[src/rtl/alu_sched_pkg.sv]
// rtl/alu_sched_pkg.sv - shared types and constants for the two-requester ALU scheduler
package alu_sched_pkg;

  // Number of requesters this revision of the scheduler and arbiter support
  localparam int NREQ_SUPPORTED = 2;

  typedef enum logic [2:0] {
    OP_ADD = 3'b000,
    OP_SUB = 3'b001,
    OP_INC = 3'b010,
    OP_DEC = 3'b011,
    OP_AND = 3'b100,
    OP_OR  = 3'b101,
    OP_XOR = 3'b110,
    OP_CMP = 3'b111
  } alu_op_e;

  typedef enum logic [1:0] {
    ST_IDLE = 2'd0,
    ST_EXEC = 2'd1,
    ST_RESP = 2'd2
  } state_e;

endpackage

[src/rtl/alu_rr_arb.sv]
// rtl/alu_rr_arb.sv - combinational 2-way round-robin grant
module alu_rr_arb
  import alu_sched_pkg::*;
(
  input  logic [NREQ_SUPPORTED-1:0] valid,
  input  logic                      ptr,
  input  logic                      en,
  output logic [NREQ_SUPPORTED-1:0] grant
);

  // Favour the requester at ptr; fall back to the other one only if ptr is idle
  always_comb begin
    grant = '0;
    if (en) begin
      if (valid[ptr]) begin
        grant[ptr] = 1'b1;
      end else if (valid[~ptr]) begin
        grant[~ptr] = 1'b1;
      end
    end
  end

endmodule

[src/rtl/alu_sched.sv]
// rtl/alu_sched.sv - shares one registered ALU stage between two requesters
module alu_sched
  import alu_sched_pkg::*;
#(
  parameter int WIDTH = 4,
  parameter int NREQ  = 2
) (
  input  logic                  clk,
  input  logic                  rst_n,
  input  logic [NREQ-1:0]       req_valid,
  output logic [NREQ-1:0]       req_ready,
  input  logic [NREQ*3-1:0]     req_op,
  input  logic [NREQ*WIDTH-1:0] req_a,
  input  logic [NREQ*WIDTH-1:0] req_b,
  output logic [NREQ-1:0]       rsp_valid,
  input  logic [NREQ-1:0]       rsp_ready,
  output logic [WIDTH-1:0]      rsp_y,
  output logic                  rsp_c,
  output logic                  busy
);

  generate
    if (NREQ != NREQ_SUPPORTED) begin : g_nreq_check
      $error("alu_sched: NREQ must be 2 in this revision");
    end
    if (WIDTH < 2) begin : g_width_check
      $error("alu_sched: WIDTH must be at least 2");
    end
  endgenerate

  localparam logic [WIDTH:0] ONE = {{WIDTH{1'b0}}, 1'b1};

  state_e           state;
  logic             ptr;
  logic             id_q;
  alu_op_e          op_q;
  logic [WIDTH-1:0] a_q;
  logic [WIDTH-1:0] b_q;
  logic [NREQ-1:0]  grant;
  logic             gid;
  logic             accept;
  logic             rsp_fire;
  logic [2:0]       sel_op;
  logic [WIDTH-1:0] sel_a;
  logic [WIDTH-1:0] sel_b;
  logic [NREQ-1:0]  own_onehot;
  logic [WIDTH:0]   res;

  alu_rr_arb u_arb (
    .valid (req_valid),
    .ptr   (ptr),
    .en    (state == ST_IDLE),
    .grant (grant)
  );

  // Grant is only ever non-zero in IDLE, so it doubles as the accept strobe
  assign req_ready = grant;
  assign gid       = grant[1];
  assign accept    = |grant;
  assign rsp_fire  = (state == ST_RESP) && rsp_ready[id_q];
  assign busy      = (state != ST_IDLE);

  assign sel_op = req_op[3*int'(gid) +: 3];
  assign sel_a  = req_a[WIDTH*int'(gid) +: WIDTH];
  assign sel_b  = req_b[WIDTH*int'(gid) +: WIDTH];

  // One-hot routing of the response to whichever requester owns the op
  always_comb begin
    own_onehot       = '0;
    own_onehot[id_q] = 1'b1;
  end

  // ALU evaluated at WIDTH+1 bits so the top bit is carry/borrow
  always_comb begin
    res = '0;
    case (op_q)
      OP_ADD:  res = {1'b0, a_q} + {1'b0, b_q};
      OP_SUB:  res = {1'b0, a_q} - {1'b0, b_q};
      OP_INC:  res = {1'b0, a_q} + ONE;
      OP_DEC:  res = {1'b0, b_q} - ONE;
      OP_AND:  res = {1'b0, a_q & b_q};
      OP_OR:   res = {1'b0, a_q | b_q};
      OP_XOR:  res = {1'b0, a_q ^ b_q};
      OP_CMP:  res = {1'b0, ~a_q};
      default: res = '0;
    endcase
  end

  // IDLE -> EXEC -> RESP sequencer; result registers hold until the owner takes them
  always_ff @(posedge clk or negedge rst_n) begin
    if (!rst_n) begin
      state     <= ST_IDLE;
      ptr       <= 1'b0;
      id_q      <= 1'b0;
      op_q      <= OP_ADD;
      a_q       <= '0;
      b_q       <= '0;
      rsp_valid <= '0;
      rsp_y     <= '0;
      rsp_c     <= 1'b0;
    end else begin
      case (state)
        ST_IDLE: begin
          if (accept) begin
            op_q  <= alu_op_e'(sel_op);
            a_q   <= sel_a;
            b_q   <= sel_b;
            id_q  <= gid;
            state <= ST_EXEC;
          end
        end
        ST_EXEC: begin
          rsp_y     <= res[WIDTH-1:0];
          rsp_c     <= res[WIDTH];
          rsp_valid <= own_onehot;
          state     <= ST_RESP;
        end
        ST_RESP: begin
          if (rsp_fire) begin
            rsp_valid <= '0;
            ptr       <= ~id_q;
            state     <= ST_IDLE;
          end
        end
        default: state <= ST_IDLE;
      endcase
    end
  end

endmodule

[config.mk]
export PLATFORM = sky130hd
export DESIGN_NAME = alu_sched
export DESIGN_NICKNAME = d
export VERILOG_FILES = /design/src/rtl/alu_sched_pkg.sv /design/src/rtl/alu_rr_arb.sv /design/src/rtl/alu_sched.sv
export SDC_FILE = /design/constraint.sdc
export NUM_CORES = 1
export LEC_CHECK = 0
export BUFFER_PORTS_ARGS = -buffer_cell sky130_fd_sc_hd__buf_2
export CAP_MARGIN = 40
export CORE_ASPECT_RATIO = 0.9
export CORE_MARGIN = 2
export CORE_UTILIZATION = 28
export DETAILED_ROUTE_END_ITERATION = 6
export GPL_ROUTABILITY_DRIVEN = 0
export GPL_TIMING_DRIVEN = 0
export PLACE_DENSITY = 0.47
export SYNTH_ARGS = -nofsm -noshare
export SYNTH_HDL_FRONTEND = slang
export SYNTH_SLANG_ARGS = --single-unit
[constraint.sdc]
create_clock -name clk -period 2.6 [get_ports clk]
set_input_delay 0 -clock clk [delete_from_list [all_inputs] [get_ports clk]]
set_output_delay 0 -clock clk [all_outputs]
set_load 0.005 [all_outputs]
==> run_summary.xml <==
<?xml version="1.0" encoding="UTF-8"?>
<metrics>
  <group name="power">
    <metric name="vdd_ir_drop_max" unit="uV">402.9</metric>
    <metric name="p_per_area" unit="nW/um^2">1428</metric>
    <metric name="static-leakage-power" unit="nW">1.146</metric>
    <metric name="finalPower" unit="mW">3.335</metric>
  </group>
  <group name="worst_setup_path">
    <metric name="cp_data_required_time" unit="ns">2.74</metric>
    <metric name="worstSetupEndpointType" unit="">register</metric>
    <metric name="worstPathCellList" unit="">buf_6 -&gt; nand2b_4 -&gt; o21ai_1 -&gt; ha_2 -&gt; inv_1 -&gt; fa_2 -&gt; nand2b_1 -&gt; a21oi_2 -&gt; mux2i_1 -&gt; a2bb2oi_2 -&gt; a21oi_1</metric>
    <metric name="worstSetupPathType" unit="">register to register</metric>
    <metric name="crit_path_max_incr_delay" unit="ns">0.39</metric>
    <metric name="critical_path.startpoint_type" unit="">register</metric>
    <metric name="crit_path_max_fanout" unit="">10</metric>
    <metric name="cp_slowest_cell" unit="">dfrtp_1</metric>
    <metric name="cp.arrival" unit="ns">2.57</metric>
  </group>
  <group name="timing">
    <metric name="setup_viol_count_final" unit="">0</metric>
    <metric name="max_slew.worst_pin.slew" unit="ns">0.5175</metric>
    <metric name="grt_setup_unrepaired" unit="">false</metric>
    <metric name="hold_ws" unit="ns">-0.001263</metric>
    <metric name="finalHoldViolCount" unit="">1</metric>
    <metric name="finalCritPeriodShare" unit="%">93.49</metric>
    <metric name="min_period" unit="ns">2.431</metric>
    <metric name="clock-skew-final" unit="ns">0.006586</metric>
    <metric name="slew_headroom" unit="%">65.50</metric>
    <metric name="drv_slew" unit="">0</metric>
    <metric name="setup_tns" unit="ns">0</metric>
    <metric name="timing.fmax" unit="MHz">411.4</metric>
  </group>
  <group name="global_routing">
    <metric name="largest_net_degree_at_the_start_of_global_routing" unit="">23</metric>
    <metric name="grt_util_met1" unit="%">20.36</metric>
    <metric name="wire_length_of_the_first_global_routing_pass" unit="mm">7.527</metric>
    <metric name="grtUsageMet2" unit="%">21.14</metric>
    <metric name="first_global_vias" unit="">1562</metric>
    <metric name="grt.total_usage" unit="%">13.79</metric>
    <metric name="globalRoute.busiestLayer" unit="">met2</metric>
    <metric name="grt_use_met3" unit="%">1.655</metric>
    <metric name="grt_antenna_before_repair" unit="">0</metric>
    <metric name="grt_overflow_total" unit="">0</metric>
  </group>
  <group name="status">
    <metric name="outcome" unit="">finished with violations</metric>
    <metric name="failing_checks" unit="">negative hold slack</metric>
  </group>
  <group name="floorplan">
    <metric name="core" unit="um^2">6115</metric>
    <metric name="num_io_pins" unit="">38</metric>
    <metric name="floorplan.die.width" unit="um">87.88</metric>
    <metric name="initial_core_util" unit="%">29.00</metric>
    <metric name="dieArea" unit="um^2">6985</metric>
    <metric name="die-height" unit="um">79.49</metric>
    <metric name="core.rowCount" unit="">27</metric>
  </group>
  <group name="clock_tree">
    <metric name="cts_max_path_buffers" unit="">2</metric>
    <metric name="insertion_delay" unit="ns">0.27</metric>
    <metric name="cts_tree" unit="">done</metric>
    <metric name="number_of_buffers_added_by_the_clock_tree_synthesis_step" unit="">3</metric>
    <metric name="clock-root-buffer" unit="">clkbuf_8</metric>
    <metric name="clk_pin_slew" unit="ns">0.09</metric>
    <metric name="h-tree-depth" unit="">1</metric>
    <metric name="cts.sink_count" unit="">22</metric>
  </group>
  <group name="layout">
    <metric name="nNetsFinal" unit="">323</metric>
    <metric name="fin_cells" unit="">361</metric>
    <metric name="area_growth_syn_to_layout" unit="%">31.76</metric>
    <metric name="post_route_cells_drive_above_1_share" unit="%">21.17</metric>
    <metric name="antennaDiodeCount" unit="">0</metric>
  </group>
  <group name="job">
    <metric name="max_cap_viol_count" unit="">0</metric>
  </group>
  <group name="logic_synthesis">
    <metric name="netlist_instances" unit="">214</metric>
    <metric name="number_of_enable_flip_flop_cells_after_synthesis" unit="">0</metric>
    <metric name="synth.area.top_cells" unit="">dfrtp_1, ha_1, nand2_1, a31oi_1, nor2_1</metric>
    <metric name="ys_ff_latch" unit="">22</metric>
    <metric name="distinct_cells_synth" unit="">36</metric>
    <metric name="post-synth-top-area-cell" unit="">dfrtp_1</metric>
    <metric name="synth_nets" unit="">262</metric>
    <metric name="yosysMostFrequentCell" unit="">nand2_1</metric>
    <metric name="netlist.area_leader.share" unit="%">31.05</metric>
    <metric name="synth.avg_cell_area" unit="um^2">8.285</metric>
    <metric name="asyncSetResetFlopFracSynth" unit="%">100.0</metric>
    <metric name="synthesis.area" unit="um^2">1773</metric>
    <metric name="ys_seq_area_share" unit="%">31.05</metric>
    <metric name="post_synth_most_frequent_cells" unit="">nand2_1, dfrtp_1, nor2_1</metric>
    <metric name="synth_flop_cell" unit="">dfrtp_1</metric>
    <metric name="yosysWarningCount" unit="">0</metric>
  </group>
  <group name="detailed_routing">
    <metric name="vias" unit="">1628</metric>
    <metric name="drt_pass_1_iters" unit="">4</metric>
    <metric name="routed_wirelength" unit="mm">4.432</metric>
    <metric name="vias_per_cell" unit="">4.510</metric>
    <metric name="wire_per_inst" unit="um">12.28</metric>
    <metric name="detailedRoute.firstIterationViolations" unit="">63</metric>
    <metric name="drc" unit="">0</metric>
    <metric name="detail-route-antenna-nets" unit="">0</metric>
  </group>
  <group name="hold_path">
    <metric name="hold_class" unit="">primary input to register</metric>
  </group>
  <group name="place">
    <metric name="post-place-cells" unit="">338</metric>
    <metric name="place.port_buffers" unit="">37</metric>
    <metric name="dp_wirelength" unit="mm">3.390</metric>
  </group>
</metrics>
-- cell usage in the layout, fill, tap and decap left out, types with 2 or more instances in the layout --
| cell type | synthesis | routed |
|---|---|---|
| a21o_1 | 2 | 2 |
| nand2b_1 | 7 | 6 |
| buf_2 | 2 | 40 |
| ha_1 | 18 | 17 |
| xnor2_1 | 4 | 4 |
| a31oi_1 | 13 | 13 |
| nor2_1 | 20 | 20 |
| clkbuf_1 | 4 | 3 |
| o21ai_0 | 5 | 4 |
| buf_6 | 2 | 2 |
| mux2i_1 | 4 | 4 |
| xor2_1 | 3 | 3 |
| inv_1 | 19 | 19 |
| mux4_2 | 2 | 2 |
| o21a_1 | 2 | 2 |
| clkbuf_8 | 0 | 4 |
| o22ai_1 | 3 | 3 |
| nor2b_1 | 4 | 4 |
| nand2_1 | 42 | 42 |
| o21ai_1 | 6 | 7 |
| dfrtp_1 | 22 | 22 |
| nand3_1 | 3 | 3 |
| dlygate4sd3_1 | 0 | 19 |
| nor3_1 | 3 | 3 |
| a21oi_1 | 10 | 9 |
-- through the flow --
step	instance area, um^2	setup WS [ns]	util, %
after global placement	2067	-0.1161	33.80
final	2336	0.1693	38.20
after global routing	2336	0.02331	38.20
after detailed placement	2067	-0.09464	33.80
after CTS	2322	0.003561	37.98
after floorplan	1773	0.2641	-
-- what timing repair did --
action,in CTS,in global routing
hold buffers,19,0
hold endpoints to repair,33,0
setup buffers,0,0
resized for setup,4,5
endpoints found under the setup margin,1,1
-- flip-flops by register name (all words and copies together), names as in the netlist --
signal / cells
id_q: 1
b_q: 4
rsp_c: 1
state: 2
rsp_y: 4
a_q: 4
ptr: 1
rsp_valid: 2
op_q: 3
-- routing by layer --
metal | routed length, um | share of wire, % | vias up
met1 | 2381 | 54 | 742
met5 | 0 | 0 | -
li1 | - | - | 852
met4 | 50 | 1.1 | 0
met2 | 1883 | 42 | 30
met3 | 117 | 2.6 | 4
-- layout make-up --
class | count | area (um^2)
Fill cell | 639 | 3779
Tap cell | 87 | 108.9
Buffer | 8 | 48.80
Sequential cell | 22 | 550.5
Clock buffer | 4 | 55.05
Multi-Input combinational cell | 164 | 1122
Timing Repair Buffer | 56 | 375.4
Inverter | 20 | 75.07
-- final timing paths --
kind | start | end | slack, ns | cells after the start
max reg2reg | op_q[0] | rsp_c | 0.17 | 11
min in group asynchronous | rst_n | b_q[0] | 0.23 | 2
min | req_a[6] | a_q[2] | -0.001 | 3
max | op_q[0] | rsp_c | 0.17 | 11
max in group asynchronous | rst_n | rsp_y[0] | 2.02 | 2
min reg2reg | rsp_y[0] | rsp_y[0] | 0.49 | 2
-- kinds of logic (layout without fill, tap and decap cells) --
group / Yosys count / in the layout / share of synthesized area [%]
AND/OR/NAND/NOR: 82 / 82 / 19.83
multiplexers: 6 / 6 / 4.799
AO/OA/AOI/OAI: 48 / 48 / 17.43
XOR/XNOR: 8 / 8 / 5.011
adder cells (fa/ha/maj): 20 / 20 / 14.96
buffers and inverters: 28 / 88 / 6.916
flip-flops: 22 / 22 / 31.05
-- critical path: cells and delay by family, from the launching register on --
family	cells	cell delay (ns)
fa+ha+maj	2	0.56
mux	1	0.26
compound gates	4	0.54
buf+inv	2	0.22
simple gates	2	0.34
flops	1	0.39
-- report_power, final --
part	switching (mW)	total, mW	internal (mW)
combinational	1.20	2.34	1.13
clock	0.123	0.258	0.135
sequential	0.220	0.740	0.520
No activity file was read; power rests on OpenSTA's default activity.
